--- config.mk ---
export PLATFORM = sky130hd
export DESIGN_NAME = mux8_rr_sched
export DESIGN_NICKNAME = d
export VERILOG_FILES = /design/src/rtl/mux8_rr_sched.sv
export SDC_FILE = /design/constraint.sdc
export NUM_CORES = 1
export LEC_CHECK = 0
export ABC_CLOCK_PERIOD_IN_PS = 8000
export CAP_MARGIN = 10
export CORE_MARGIN = 2
export CORE_UTILIZATION = 39
export CTS_CLUSTER_SIZE = 28
export DETAILED_ROUTE_END_ITERATION = 10
export PLACE_DENSITY = 0.55
export SYNTH_ARGS = -nofsm -noshare
export SYNTH_HDL_FRONTEND = slang
export SYNTH_SLANG_ARGS = --single-unit
--- constraint.sdc ---
create_clock -name clk -period 8 [get_ports clk]
set_input_delay 1.6 -clock clk [delete_from_list [all_inputs] [get_ports clk]]
set_output_delay 1.6 -clock clk [all_outputs]
set_load 0.005 [all_outputs]
--- src/rtl/mux8_rr_sched.sv ---
// mux8_rr_sched -- round-robin scheduler for one shared 8:1 datapath mux.
//
// Arbitrates eight level-sensitive requests and issues a registered one-hot
// grant together with the matching mux select. A tenure lasts at most
// MAX_HOLD cycles. On release the scheduler hands over to the next requester
// on the same edge, so there is neither an overlap nor a gap.
//
// Optional feature: define MUX8_SCHED_PRIO0_EN to give requester 0 absolute
// priority in every arbitration. Requester 0's tenures are then exempt from
// MAX_HOLD, and grants to it leave the round-robin pointer untouched.
// Requests never preempt a running tenure, with or without the macro.

module mux8_rr_sched #(
  parameter int MAX_HOLD = 4  // legal range 1..255
) (
  input  logic       clk,
  input  logic       rst,
  input  logic [7:0] req,
  output logic [7:0] gnt,
  output logic [2:0] sel,
  output logic       valid,
  output logic [2:0] owner
);

  localparam int              HW         = $clog2(MAX_HOLD + 1);
  localparam logic [HW-1:0]   MAX_HOLD_C = HW'(MAX_HOLD);

  typedef enum logic {
    S_IDLE  = 1'b0,
    S_GRANT = 1'b1
  } state_t;

  state_t          state_q,  state_d;
  logic [7:0]      gnt_q,    gnt_d;
  logic [2:0]      sel_q,    sel_d;
  logic            valid_q,  valid_d;
  logic [2:0]      owner_q,  owner_d;
  logic [2:0]      ptr_q,    ptr_d;
  logic [HW-1:0]   hold_q,   hold_d;

  logic            do_grant;
  logic [7:0]      arb_vec;
  logic [2:0]      arb_start;
  logic [2:0]      winner;
  logic [7:0]      masked_req;
  logic            owner_exempt;
  logic            release_now;

  // Scan ptr, ptr+1, ... ptr+7 (mod 8) and return the first requesting index.
  function automatic logic [2:0] rr_pick(input logic [7:0] r,
                                         input logic [2:0] start);
    logic [2:0] idx;
    logic [2:0] pick;
    logic       found;
    pick  = start;
    found = 1'b0;
`ifdef MUX8_SCHED_PRIO0_EN
    if (r[0]) begin
      pick  = 3'd0;
      found = 1'b1;
    end
`endif
    for (int i = 0; i < 8; i++) begin
      idx = start + 3'(i);
      if (!found && r[idx]) begin
        pick  = idx;
        found = 1'b1;
      end
    end
    return pick;
  endfunction

  assign masked_req = req & ~(8'b1 << owner_q);

`ifdef MUX8_SCHED_PRIO0_EN
  assign owner_exempt = (owner_q == 3'd0);
`else
  assign owner_exempt = 1'b0;
`endif

  assign release_now = !req[owner_q] || (!owner_exempt && (hold_q == MAX_HOLD_C));

  // Next-state logic: decide between hold, handover, re-grant and going idle.
  always_comb begin
    // NOTE: every signal gets a default first so no path leaves it unassigned
    // (an unassigned path in combinational logic would infer a latch).
    state_d   = state_q;
    gnt_d     = gnt_q;
    sel_d     = sel_q;
    valid_d   = valid_q;
    owner_d   = owner_q;
    ptr_d     = ptr_q;
    hold_d    = hold_q;
    do_grant  = 1'b0;
    arb_vec   = req;
    arb_start = ptr_q;

    case (state_q)
      S_IDLE: begin
        if (req != 8'h00) begin
          do_grant = 1'b1;
        end
      end
      S_GRANT: begin
        if (release_now) begin
          if (masked_req != 8'h00) begin
            // Back-to-back handover, scanning from just past the old owner.
            do_grant  = 1'b1;
            arb_vec   = masked_req;
            arb_start = owner_q + 3'd1;
          end else if (req[owner_q]) begin
            // Timeout with no competitor: same owner starts a fresh tenure.
            hold_d = HW'(1);
            ptr_d  = owner_q + 3'd1;
          end else begin
            // Nobody left: sel and owner keep their last value.
            state_d = S_IDLE;
            gnt_d   = 8'h00;
            valid_d = 1'b0;
          end
        end else if (hold_q != MAX_HOLD_C) begin
          // Saturating, so an exempt tenure cannot wrap the counter.
          hold_d = hold_q + HW'(1);
        end
      end
      default: begin
        state_d = S_IDLE;
      end
    endcase

    winner = rr_pick(arb_vec, arb_start);

    if (do_grant) begin
      state_d = S_GRANT;
      gnt_d   = 8'b1 << winner;
      sel_d   = winner;
      owner_d = winner;
      valid_d = 1'b1;
      hold_d  = HW'(1);
      ptr_d   = winner + 3'd1;
`ifdef MUX8_SCHED_PRIO0_EN
      if (winner == 3'd0) begin
        ptr_d = ptr_q;
      end
`endif
    end
  end

  // State and output registers with synchronous active-high reset.
  always_ff @(posedge clk) begin
    // NOTE: sequential state uses non-blocking assignments only, so every
    // register samples the pre-edge value of the others.
    if (rst) begin
      state_q <= S_IDLE;
      gnt_q   <= 8'h00;
      sel_q   <= 3'd0;
      valid_q <= 1'b0;
      owner_q <= 3'd0;
      ptr_q   <= 3'd0;
      hold_q  <= '0;
    end else begin
      state_q <= state_d;
      gnt_q   <= gnt_d;
      sel_q   <= sel_d;
      valid_q <= valid_d;
      owner_q <= owner_d;
      ptr_q   <= ptr_d;
      hold_q  <= hold_d;
    end
  end

  assign gnt   = gnt_q;
  assign sel   = sel_q;
  assign valid = valid_q;
  assign owner = owner_q;

endmodule

=== Word level (Yosys, flattened, before mapping) ===
Index checks and enable logic that the tools add are counted.

* Word-level logic and storage cells: 135
* Bits in registers: 19
* Input port bits: 10

* Reduce and logical (&&, ||, !) cells: 28
* Mux-type cells: 68
* Add/subtract/negate cells: 10
* Shift operators: 2
* Magnitude comparators: 9
* Equal/unequal tests: 8
* Bitwise operators: 3

{| class="wikitable"
|+ Operators by type and width
! kind !! count
|-
| 8-bit two-way mux || 8
|-
| 3-bit two-way mux || 19
|-
| 3-bit by 4-bit less-than comparator with 1-bit output (second input constant) || 9
|-
| 1-bit two-way mux || 31
|-
| 1-bit binary-select mux with 3-bit select || 9
|-
| 4-bit AND reduction || 4
|-
| 8-bit nonzero test || 2
|-
| 1-bit by 3-bit << shifter with 8-bit output (first input constant) || 2
|-
| 3-bit by 1-bit adder with 3-bit output (second input constant) || 4
|-
| 3-bit adder (second input constant) || 4
|-
| 8-bit bitwise AND || 1
|-
| 1-bit zero test || 8
|-
| 8-bit NOT || 1
|-
| 2-bit nonzero test || 4
|-
| 1-bit logical AND || 7
|-
| 3-bit by 2-bit adder with 3-bit output (second input constant) || 2
|-
| 2-bit inequality test (second input constant) || 3
|-
| 3-bit inequality test (second input constant) || 2
|-
| 3-bit equality test (second input constant) || 1
|-
| 3-bit by 2-bit inequality test with 1-bit output (second input constant) || 1
|-
| 3-bit nonzero test || 1
|-
| 2-bit by 1-bit inequality test with 1-bit output (second input constant) || 1
|-
| 1-bit one-hot mux with 2 select lines || 1
|-
| 2-bit OR reduction || 1
|-
| 2 further kinds || 2
|}

=== Depth between registers and ports, before layout ===
* Word-level depth: 33
* Mapped depth: 24
* Depth with buffers taken out: 22

=== Least setup slack after synthesis ===
Ideal clock, no wire load.

* Kind: input-to-reg
* Start: input port req[0]
* End: register ptr_q[2]
* Arrival: 5.610 ns
* Path buffers: 1
* Cell stages on the path: 19
* Setup slack: 2.258 ns
* Library setup time: 0.131 ns
* Path through: o21a_1 -> a221o_1 -> nor3_4 -> nor3_2 -> a21oi_4 -> clkbuf_1 -> ha_1 -> inv_1 -> a21oi_1 -> nor2_1 -> o211a_2 -> a2111oi_4 -> nand3_1 -> o221ai_1 -> a22oi_4 -> nor2_1 -> ha_1 -> a211oi_1 -> a211oi_1

* Longest elaborated chain between the ends: 32
* Elaborated cells between the ends (all ways): 75

{| class="wikitable"
|+ RTL lines
! element !! line !! RTL
|-
| start: declaration || 18 || <nowiki>input logic [7:0] req,</nowiki>
|-
| branches (longest 32 deep; another with 3-bit by 1-bit adder with 3-bit output) || - ||
|-
| end signal: assignment || 167 || <nowiki>ptr_q <= ptr_d;</nowiki>
|-
| end: declaration || 38 || <nowiki>logic [2:0] ptr_q, ptr_d;</nowiki>
|}

Several ways; the timed one is not identified. The select of a mux whose other input is x is not followed.
A chain may end at the register's enable or synchronous reset.

=== Worst setup path in the final report ===
* Start: input port req[2]
* End: register ptr_q[2]

Same word-level chain as after synthesis.

==> impl_metrics.tcl <==
set metrics [dict create \
    ys_top_cells_by_count "34 x nor2_1, 25 x nand2_1, 24 x a21oi_1" \
    place_congestion 0.922 \
    r2r_cells 18 \
    slew_viol_final 0 \
    clk_transition_reported_paths_ns 0.06 \
    cts_max_level 1 \
    rrSetupSlack_ns 1.89 \
    core_area_um2 6680 \
    tightest_slew_ns 0.908 \
    numCtsBuffers 3 \
    critPathLaunch "req[2]" \
    cts_setup_buffers 0 \
    clk_latency_ns 0.25 \
    worstSetupEndpoint "ptr_q[2]" \
    cts_num_sinks 19 \
    synthTopCellsByArea "dfxtp_1 14%, ha_1 5.2%, nor2_1 4.8%" \
    grt-ovfl-total 0 \
    status "complete, no violations" \
    power_leakage_uw 0.00110 \
    fillers 685 \
    worst_setup_path_start_kind "input port" \
    rr_startpoint "owner[0]" \
    cts_resized 0 \
    yosys.area_share.simple 0.240 \
    synth.most_common_cell "nor2_1" \
    vias_per_cell 6.32 \
    timing_worst_setup_path_type "in -> reg" \
    postRouteAntennaNets 0 \
    dieArea_um2 7490 \
    synth_cells 342 \
    synth_top_area_share 0.143 \
    grt_pass1_vias 2515 \
    path_max_fanout 18 \
    drt_iter0_drc 122 \
    first_pass_iters 5 \
    slew_headroom 0.395 \
    setup_viol 0 \
    grt_first_pass_wirelength_mm 12.8 \
    hpwl_mm 6.27 \
    hold_violations 0 \
    yosys.area.top_type "dfxtp_1" \
    syn_nets 363 \
    yosys_warnings 0 \
    crit_required_ns 8.11 \
    synth_area_per_cell_um2 7.77 \
    wire_per_inst_um 18.2 \
    antenna_found_initial 0 \
    io_pins 25 \
    power.density_nw_per_um2 516 \
    vias 2757 \
    synth-edff-count 0 \
    grt_max_degree 19 \
    fin_tns_setup_ns 0 \
    syn_to_final_growth_pct 11.3 \
    antenna_cells 0 \
    drc 0 \
    vdd_drop_max_v 0.000180 \
    initial_utilization 0.398 \
    rsz0062_at_grt "false" \
    maxCapViolCount 0 \
    finalPower_uw 1530 \
    nets 378 \
    drive_gt1_frac 0.129 \
    synth.distinct_cells 80 \
    io_buffers 24 \
    min_path_type "reg -> reg" \
    rr_endpoint "ptr_q[2]" \
    ys_seq_area_frac 0.143 \
    cp.arrival_ns 7.03 \
    finalCritPeriodShare 0.865 \
    finalCriticalPeriod_ns 6.92 \
    fin_skew_ns 0.00200 \
    drt-total-wl_mm 7.94 \
    synth-xor-area-share 0.0193 \
    cts_buffer_depth 2 \
    fmax_ghz 0.144 \
    row_count 30 \
    end_kind "flop" \
    syn_area_um2 2660 \
    die_h_um 86.5 \
    synth_fa_ha_area_frac 0.0518 \
    cts_tree "built" \
    synth_compound_area_frac 0.398 \
    synthMuxAreaShare 0.0772 \
    root_buffer "clkbuf_8" \
    synth-main-ff-cell "dfxtp_1" \
    synth_top_family_by_area "compound AO/OA/AOI/OAI gates" \
    grt.total_usage 0.213 \
    ys_ff_latch 19 \
    ys_async_sr_fraction 0 \
    die_w_um 86.5 \
    hold_buffers 0 \
]
metrics by stage:
stage	cell area [µm²]	hold WS [ns]	setup WS [ns]	instances	util
global route	2960	0.477	0.778	436	0.443
finish	2960	0.455	1.08	436	0.443
floorplan	2660	0.448	2.26	342	-
CTS	2960	0.456	1.20	436	0.443
detailed placement	2910	0.446	0.946	432	0.436
global placement	2910	0.444	1.00	432	0.436
how the worst min path moves through the flow:
stage	start	to	slack (ns)	cells after the start
2_1_floorplan	gnt[2]	gnt[2]	0.45	2
5_1_grt	gnt[2]	gnt[2]	0.48	2
3_3_place_gp	gnt[6]	gnt[6]	0.44	2
4_1_cts	gnt[6]	gnt[6]	0.46	2
6_report	gnt[6]	gnt[6]	0.45	2
3_5_place_dp	gnt[6]	gnt[6]	0.45	2
placed cells by master (no fill, tap or decap), types with 3 or more instances in the layout:
cell type / Yosys / layout
and3_1: 3 / 3
nor3_1: 13 / 13
nand2_1: 25 / 25
o21ai_1: 5 / 5
o31ai_1: 5 / 5
xnor2_1: 3 / 3
o21a_1: 4 / 4
dfxtp_1: 19 / 19
clkdlybuf4s50_1: 0 / 24
mux2_2: 4 / 4
o21ai_0: 13 / 13
or3_1: 7 / 7
inv_1: 22 / 22
nand2b_1: 5 / 5
o22ai_1: 4 / 4
ha_1: 11 / 11
a21oi_1: 24 / 24
a211oi_1: 9 / 9
nor4_1: 4 / 4
a31o_2: 3 / 3
clkbuf_8: 0 / 3
o311ai_0: 4 / 4
a21boi_1: 3 / 3
o221ai_1: 5 / 5
nand3b_1: 4 / 4
a21oi_4: 3 / 3
nor3_2: 4 / 4
nor2_1: 34 / 34
a32oi_1: 4 / 4
o31a_1: 3 / 3
a21o_1: 3 / 3
mux2i_1: 10 / 10
nand3_1: 9 / 9
per-layer routing:
metal	track usage	up-vias	wire, µm	part of all wire
met5	0	-	0	0
met4	0.0952	0	290	0.037
met3	0.00952	27	322	0.041
met2	0.343	100	3670	0.46
met1	0.294	1295	3660	0.46
li1	-	1335	-	-
cell families after synthesis:
kind of cell,after synthesis
buffers and inverters,39
muxes,17
DFF,19
AOI/OAI and AO/OA,128
xor gates and xnor gates,5
adders and majority gates,11
and+or+nand+nor,123
state kept, by name, indices dropped and copies added (netlist names):
signal   cells
gnt          8
state_q      1
owner        3
hold_q       3
valid        1
ptr_q        3
final cells by class:
type | count | area (µm²) | share of cell area
repair buffers | 26 | 255 | 0.0863
clock buffers | 4 | 45.0 | 0.0152
multi-input cells | 284 | 2090 | 0.707
well taps | 80 | 100 | 0.0339
flip-flops and latches | 19 | 380 | 0.129
inverters | 23 | 86.3 | 0.0292
worst max-delay path, cell delays in order:
cell and delay (ns):
clkdlybuf4s50_1 0.59, mux2i_1 0.11, a22o_1 0.28, o31ai_4 0.73, o21ai_2 0.20, nand2_1 0.35, inv_2 0.15, ha_1 0.28
nor3_1 0.51, nor2_1 0.23, o211a_2 0.32, a2111oi_4 0.39, o21ai_1 0.10, a311oi_1 0.50, nor2_1 0.09, ha_1 0.30
a211oi_1 0.21, a211oi_1 0.07
where the power goes:
| part | leakage, µW | internal [µW] | switching, µW |
|---|---|---|---|
| Clock | 0.0000228 | 35.4 | 29.1 |
| Combinational | 0.000920 | 522 | 785 |
| Sequential | 0.000156 | 120 | 35.9 |
| Total | 0.00110 | 677 | 850 |
Power figures use the tool's default switching activity.
